## src/rtl/sccb_write_master.sv

```systemverilog
`default_nettype none
// ============================================================================
// Module   : sccb_write_master
// Purpose  : SCCB (camera control bus) 3-phase write master. One accepted
//            request sends {CAMERA_ID, addr, data} as 27 bit slots
//            (3 bytes, each followed by a released don't-care/ACK slot),
//            framed by a start and a stop condition, on open-drain lines.
// Revision : 1.0 - initial release
// ----------------------------------------------------------------------------
// Ports
//   clk     in   1  system clock, rising edge
//   rst_n   in   1  asynchronous active-low reset
//   clk_en  in   1  clock enable; everything holds while low
//   start   in   1  write request, only looked at in IDLE
//   addr    in   8  register sub-address, latched on accept
//   data    in   8  register write data, latched on accept
//   ready   out  1  high in IDLE only
//   SIOC_oe out  1  1 pulls SIOC low, 0 releases it
//   SIOD_oe out  1  1 pulls SIOD low, 0 releases it
// ============================================================================
module sccb_write_master #(
  parameter int          CLK_FREQ  = 25000000,
  parameter int          SCCB_FREQ = 100000,
  parameter logic [7:0]  CAMERA_ID = 8'h42
) (
  input  logic       clk,
  input  logic       rst_n,
  input  logic       clk_en,
  input  logic       start,
  input  logic [7:0] addr,
  input  logic [7:0] data,
  output logic       ready,
  output logic       SIOC_oe,
  output logic       SIOD_oe
);

  // Enabled cycles per half SIOC period.
  localparam int HALF  = CLK_FREQ / (2 * SCCB_FREQ);
  localparam int CNT_W = (HALF > 2) ? $clog2(HALF) : 1;
  localparam logic [CNT_W-1:0] HALF_M1   = CNT_W'(HALF - 1);
  localparam logic [4:0]       LAST_SLOT = 5'd26;

  if (HALF < 2) begin : g_half_check
    $error("sccb_write_master: CLK_FREQ/(2*SCCB_FREQ) must be at least 2");
  end

  typedef enum logic [2:0] {
    IDLE      = 3'd0,
    START     = 3'd1,
    BIT_LOW   = 3'd2,
    BIT_HIGH  = 3'd3,
    STOP_LOW  = 3'd4,
    STOP_HIGH = 3'd5,
    GAP       = 3'd6
  } state_t;

  state_t           state, state_nx;
  logic [CNT_W-1:0] cnt, cnt_nx;
  logic [4:0]       bit_cnt, bit_cnt_nx;
  logic [23:0]      shreg, shreg_nx;
  logic             ready_nx, sioc_nx, siod_nx;
  logic             timer_done;

  // Slot 8 of each 9-slot phase is the released ACK slot.
  function automatic logic is_ack_slot(input logic [4:0] slot);
    return (slot == 5'd8) || (slot == 5'd17) || (slot == 5'd26);
  endfunction

  assign timer_done = (cnt == '0);

  always_ff @(posedge clk or negedge rst_n) begin
    if (!rst_n) begin
      state   <= IDLE;
      cnt     <= '0;
      bit_cnt <= '0;
      shreg   <= '0;
      ready   <= 1'b1;
      SIOC_oe <= 1'b0;
      SIOD_oe <= 1'b0;
    end else if (clk_en) begin
      state   <= state_nx;
      cnt     <= cnt_nx;
      bit_cnt <= bit_cnt_nx;
      shreg   <= shreg_nx;
      ready   <= ready_nx;
      SIOC_oe <= sioc_nx;
      SIOD_oe <= siod_nx;
    end
  end

  always_comb begin
    state_nx   = state;
    cnt_nx     = cnt;
    bit_cnt_nx = bit_cnt;
    shreg_nx   = shreg;
    ready_nx   = ready;
    sioc_nx    = SIOC_oe;
    siod_nx    = SIOD_oe;

    case (state)
      IDLE: begin
        ready_nx = 1'b1;
        sioc_nx  = 1'b0;
        siod_nx  = 1'b0;
        if (start) begin
          shreg_nx   = {CAMERA_ID, addr, data};
          bit_cnt_nx = '0;
          cnt_nx     = HALF_M1;
          ready_nx   = 1'b0;
          siod_nx    = 1'b1;          // start condition: SIOD falls, SIOC high
          state_nx   = START;
        end
      end

      START: begin
        if (timer_done) begin
          state_nx = BIT_LOW;
          cnt_nx   = HALF_M1;
          sioc_nx  = 1'b1;
          // Slot 0 is always a data slot.
          siod_nx  = ~shreg[23];
          shreg_nx = {shreg[22:0], 1'b0};
        end else begin
          cnt_nx = cnt - 1'b1;
        end
      end

      BIT_LOW: begin
        if (timer_done) begin
          state_nx = BIT_HIGH;
          cnt_nx   = HALF_M1;
          sioc_nx  = 1'b0;
        end else begin
          cnt_nx = cnt - 1'b1;
        end
      end

      BIT_HIGH: begin
        if (timer_done) begin
          cnt_nx  = HALF_M1;
          sioc_nx = 1'b1;
          if (bit_cnt == LAST_SLOT) begin
            state_nx = STOP_LOW;
            siod_nx  = 1'b1;
          end else begin
            state_nx   = BIT_LOW;
            bit_cnt_nx = bit_cnt + 5'd1;
            // Data bits are consumed from the MSB; ACK slots leave the
            // shift register untouched so the next byte stays aligned.
            if (is_ack_slot(bit_cnt + 5'd1)) begin
              siod_nx = 1'b0;
            end else begin
              siod_nx  = ~shreg[23];
              shreg_nx = {shreg[22:0], 1'b0};
            end
          end
        end else begin
          cnt_nx = cnt - 1'b1;
        end
      end

      STOP_LOW: begin
        if (timer_done) begin
          state_nx = STOP_HIGH;
          cnt_nx   = HALF_M1;
          sioc_nx  = 1'b0;
          siod_nx  = 1'b1;
        end else begin
          cnt_nx = cnt - 1'b1;
        end
      end

      STOP_HIGH: begin
        if (timer_done) begin
          state_nx = GAP;
          cnt_nx   = HALF_M1;
          siod_nx  = 1'b0;            // stop condition: SIOD rises, SIOC high
        end else begin
          cnt_nx = cnt - 1'b1;
        end
      end

      GAP: begin
        if (timer_done) begin
          state_nx = IDLE;
          cnt_nx   = '0;
          ready_nx = 1'b1;
        end else begin
          cnt_nx = cnt - 1'b1;
        end
      end

      default: begin
        state_nx   = IDLE;
        cnt_nx     = '0;
        bit_cnt_nx = '0;
        ready_nx   = 1'b1;
        sioc_nx    = 1'b0;
        siod_nx    = 1'b0;
      end
    endcase
  end

endmodule
`default_nettype wire
```

## config.mk

```make
export PLATFORM = sky130hd
export DESIGN_NAME = sccb_write_master
export DESIGN_NICKNAME = d
export VERILOG_FILES = /design/src/rtl/sccb_write_master.sv
export SDC_FILE = /design/constraint.sdc
export NUM_CORES = 1
export LEC_CHECK = 0
export CAP_MARGIN = 20
export CORE_ASPECT_RATIO = 1.1
export CORE_MARGIN = 10
export CORE_UTILIZATION = 55
export CTS_CLUSTER_DIAMETER = 150
export DETAILED_ROUTE_END_ITERATION = 16
export GPL_TIMING_DRIVEN = 1
export PLACE_DENSITY = 0.77
export SYNTH_ARGS = -nofsm -noshare
export SYNTH_HDL_FRONTEND = slang
export SYNTH_SLANG_ARGS = --single-unit
export TNS_END_PERCENT = 1
```

## constraint.sdc

```tcl
create_clock -name clk -period 5.4 [get_ports clk]
set_input_delay 0.54 -clock clk [delete_from_list [all_inputs] [get_ports clk]]
set_output_delay 0.54 -clock clk [all_outputs]
set_load 0.01 [all_outputs]
```

==> results.txt <==
Outcome: completed
Buffers inserted during post-CTS setup optimization: 0
Leakage: 1.23 nW
Post-Layout Cell Count: 340
Final period demand of the worst path: 2.89 ns
Post-Syn Instances: 268
Number of violations reported at the end of detailed-routing iteration 0: 152
Max-cap viol count: 0
Area of the mapped netlist: 2440 um2
Total of cells resized after clock tree synthesis: 0
Antenna Violating Nets Remaining: 0
CTS buffer count: 5
Initial Utilization: 56.8%
Clock root cell: sky130_fd_sc_hd__clkbuf_8
Number of sinks driven by the clock tree: 42
Worst IR Drop VDD: 0.225 mV
HP Class: primary input to async pin
Via Count: 2000
Number of cells in the design after placement: 332
I/O Buffers: 22
Async set-or-reset flop fraction in the synthesized netlist: 100%
Wire length after detailed routing: 4.97 mm
Antenna fix cells: 0
1st-pass router iterations: 4
Crit Path Class: register to register
Post-route fraction of the period consumed by the critical path: 53.5%
Overall die width: 83.5 um
Initial antenna violation count: 0
Vias per std cell: 5.88
Total count of hold-check failures in the final report: 0
Insertion delay of the later-clocked pin in the worst-skew pair: 0.30 ns
Terminus of the critical flop-to-flop path: shreg[4]
Synthesis Warnings: 0
Post-Route Setup TNS: 0 ns
Global-route wire length before repair: 8.52 mm
Final setup vio count: 0
Total power per unit cell area: 435 nW/um2
Syn Nets: 294
Vertical die dimension: 89.8 um
Type of origin of the critical path: register
Count of pins on the block boundary: 23
Filler cells: 349
Number of global-route vias before repair: 1918
Post-DP HPWL: 3.43 mm
Number of nets in the finished design: 311
Post-CTS Hold Buffers: 0
Overflow left after global routing: 0
Final clock skew: 0.0118 ns
Syn-to-layout area delta: 14.6%
Utilization of the core after routing: 65.1%
Mean post-synth cell area: 9.09 um2
Number of synthesized flops with an enable pin: 0
Critical Path Start: bit_cnt[0]
Buffer levels on the longest clock path: 2
Setup slack, reg-to-reg: 2.51 ns
Footprint of the flip-flops and latches: 1050 um2
Post-Route Hold Slack: 0.378 ns
H-tree depth reported by CTS: 2
GP Congestion: 0.887
Area occupied by multi-input gates: 1280 um2
Standard-cell row count: 25
CTS tree: built
Worst slew slack as a fraction of its limit: 34.4%
Top fanout value on the critical path: 17
Per-cell routed wire length: 14.6 um
GR Util All Layers: 13.1%
Layout cell share with drive strength beyond 1: 11.2%
Critical register-to-register path startpoint: bit_cnt[0]
Slew @ Worst Pin: 0.984 ns
Max Freq: 0.346 GHz
Placeable core region: 4290 um2
Unrepaired setup endpoints after global routing: false
Overall die area: 7490 um2
Count of cell types in the netlist: 45
Worst path arrival time: 3.06 ns
Number of cell instances on the worst register-to-register path: 7
Total of flip-flops plus latches after synthesis: 42
Synth Flop Type: sky130_fd_sc_hd__dfrtp_1
Number of remaining DRC errors: 0
Max-slew violation total from the final report: 0
Largest net degree at the start of global routing: 43
Crit path capture type: register
Clock slew at the register clock pins of the worst setup and hold paths: 0.08 ns
Sequential cell area fraction in the yosys report: 43.2%
Data required, critical path: 5.57 ns
==> metal layers <==
metal / track usage, % / wire length, um
met5: 0 / 0
met2: 20.5 / 2300
met3: 3.34 / 257
met1: 16.5 / 2340
met4: 6.15 / 69
==> kinds of logic after synthesis <==
family / share of synthesized area [%]
and+or+nand+nor: 18.8
AOI/OAI and AO/OA: 20.6
DFF: 43.2
buffers and inverters: 4.57
muxes: 8.63
adders and majority gates: 3.08
xor gates and xnor gates: 1.08
==> synthesized netlist by cell type (3+ instances only) <==
library cell | instances | area (um2)
sky130_fd_sc_hd__nand2_1 | 65 | 244
sky130_fd_sc_hd__dfrtp_1 | 41 | 1030
sky130_fd_sc_hd__o21ai_0 | 19 | 95.1
sky130_fd_sc_hd__nor2_1 | 15 | 56.3
sky130_fd_sc_hd__clkbuf_1 | 13 | 48.8
sky130_fd_sc_hd__a21oi_1 | 11 | 55.1
sky130_fd_sc_hd__inv_1 | 10 | 37.5
sky130_fd_sc_hd__mux2_2 | 8 | 90.1
sky130_fd_sc_hd__mux2_4 | 8 | 120
sky130_fd_sc_hd__o31ai_1 | 8 | 60.1
sky130_fd_sc_hd__a22o_1 | 6 | 52.6
sky130_fd_sc_hd__ha_1 | 6 | 75.1
sky130_fd_sc_hd__nor3_1 | 6 | 30.0
sky130_fd_sc_hd__nand3_1 | 5 | 25.0
sky130_fd_sc_hd__a21o_1 | 3 | 22.5
sky130_fd_sc_hd__a31oi_1 | 3 | 18.8
sky130_fd_sc_hd__nand2b_1 | 3 | 18.8
sky130_fd_sc_hd__o22a_1 | 3 | 26.3
sky130_fd_sc_hd__xor2_1 | 3 | 26.3
==> cell type report <==
type | count | share of cell area [%]
inverters | 10 | 1.34
clock buffers | 7 | 3.09
multi-input cells | 201 | 45.9
flip-flops and latches | 42 | 37.7
well taps | 54 | 2.42
repair buffers | 25 | 8.52
clock inverters | 1 | 1.08
==> layout by cell type, fill, tap and decap left out, drive strengths merged, types with 2 or more instances in the layout <==
cell type | Yosys | final
a41oi | 2 | 2
inv | 10 | 10
o41ai | 2 | 2
mux2 | 16 | 16
or3 | 3 | 3
a21o | 3 | 3
a31oi | 3 | 3
o311ai | 2 | 2
nand2 | 65 | 65
buf | 2 | 4
nor2 | 15 | 15
dfrtp | 41 | 41
a21oi | 11 | 11
clkbuf | 13 | 7
a2bb2oi | 2 | 2
o21ai | 19 | 19
nand3 | 5 | 5
nor3 | 6 | 6
clkdlybuf4s50 | 0 | 21
nand2b | 3 | 3
xor2 | 3 | 3
o31ai | 9 | 9
o31a | 2 | 2
o22a | 3 | 3
ha | 6 | 6
a22o | 6 | 6
==> power by group <==
part | total, mW | switching (mW) | internal, mW
Sequential | 0.507 | 0.0957 | 0.411
Combinational | 0.450 | 0.220 | 0.229
Clock | 0.257 | 0.106 | 0.151
Total | 1.21 | 0.422 | 0.791
==> critical path, cell delays in order (launching register included) <==
cell,delay [ns]
sky130_fd_sc_hd__dfrtp_1,0.43
sky130_fd_sc_hd__ha_1,0.26
sky130_fd_sc_hd__nand3_1,0.15
sky130_fd_sc_hd__xor2_1,0.20
sky130_fd_sc_hd__o31ai_1,0.29
sky130_fd_sc_hd__nor2_1,0.17
sky130_fd_sc_hd__o31ai_4,0.85
sky130_fd_sc_hd__mux2_2,0.43
==> per-stage QoR <==
stage	power (mW)	setup slack [ns]	instance area, um2
after CTS	1.22	2.51	2790
after global routing	1.30	2.32	2790
final	1.21	2.51	2790
after global placement	0.944	2.44	2680
after detailed placement	0.961	2.43	2680
after floorplan	0.846	2.98	2440
==> flip-flops by register name, indices dropped and copies added, names as in the netlist <==
register,flops
SIOC_oe,1
SIOD_oe,1
bit_cnt,5
cnt,7
ready,1
shreg,24
state,3
==> worst max-delay path by stage <==
stage / depth (start not counted) / to
global placement: 4 / shreg[7]
global route: 7 / shreg[4]
detailed placement: 4 / shreg[4]
floorplan: 8 / shreg[10]
finish: 7 / shreg[4]
CTS: 7 / shreg[4]
No activity file was read; power rests on OpenSTA's default activity.
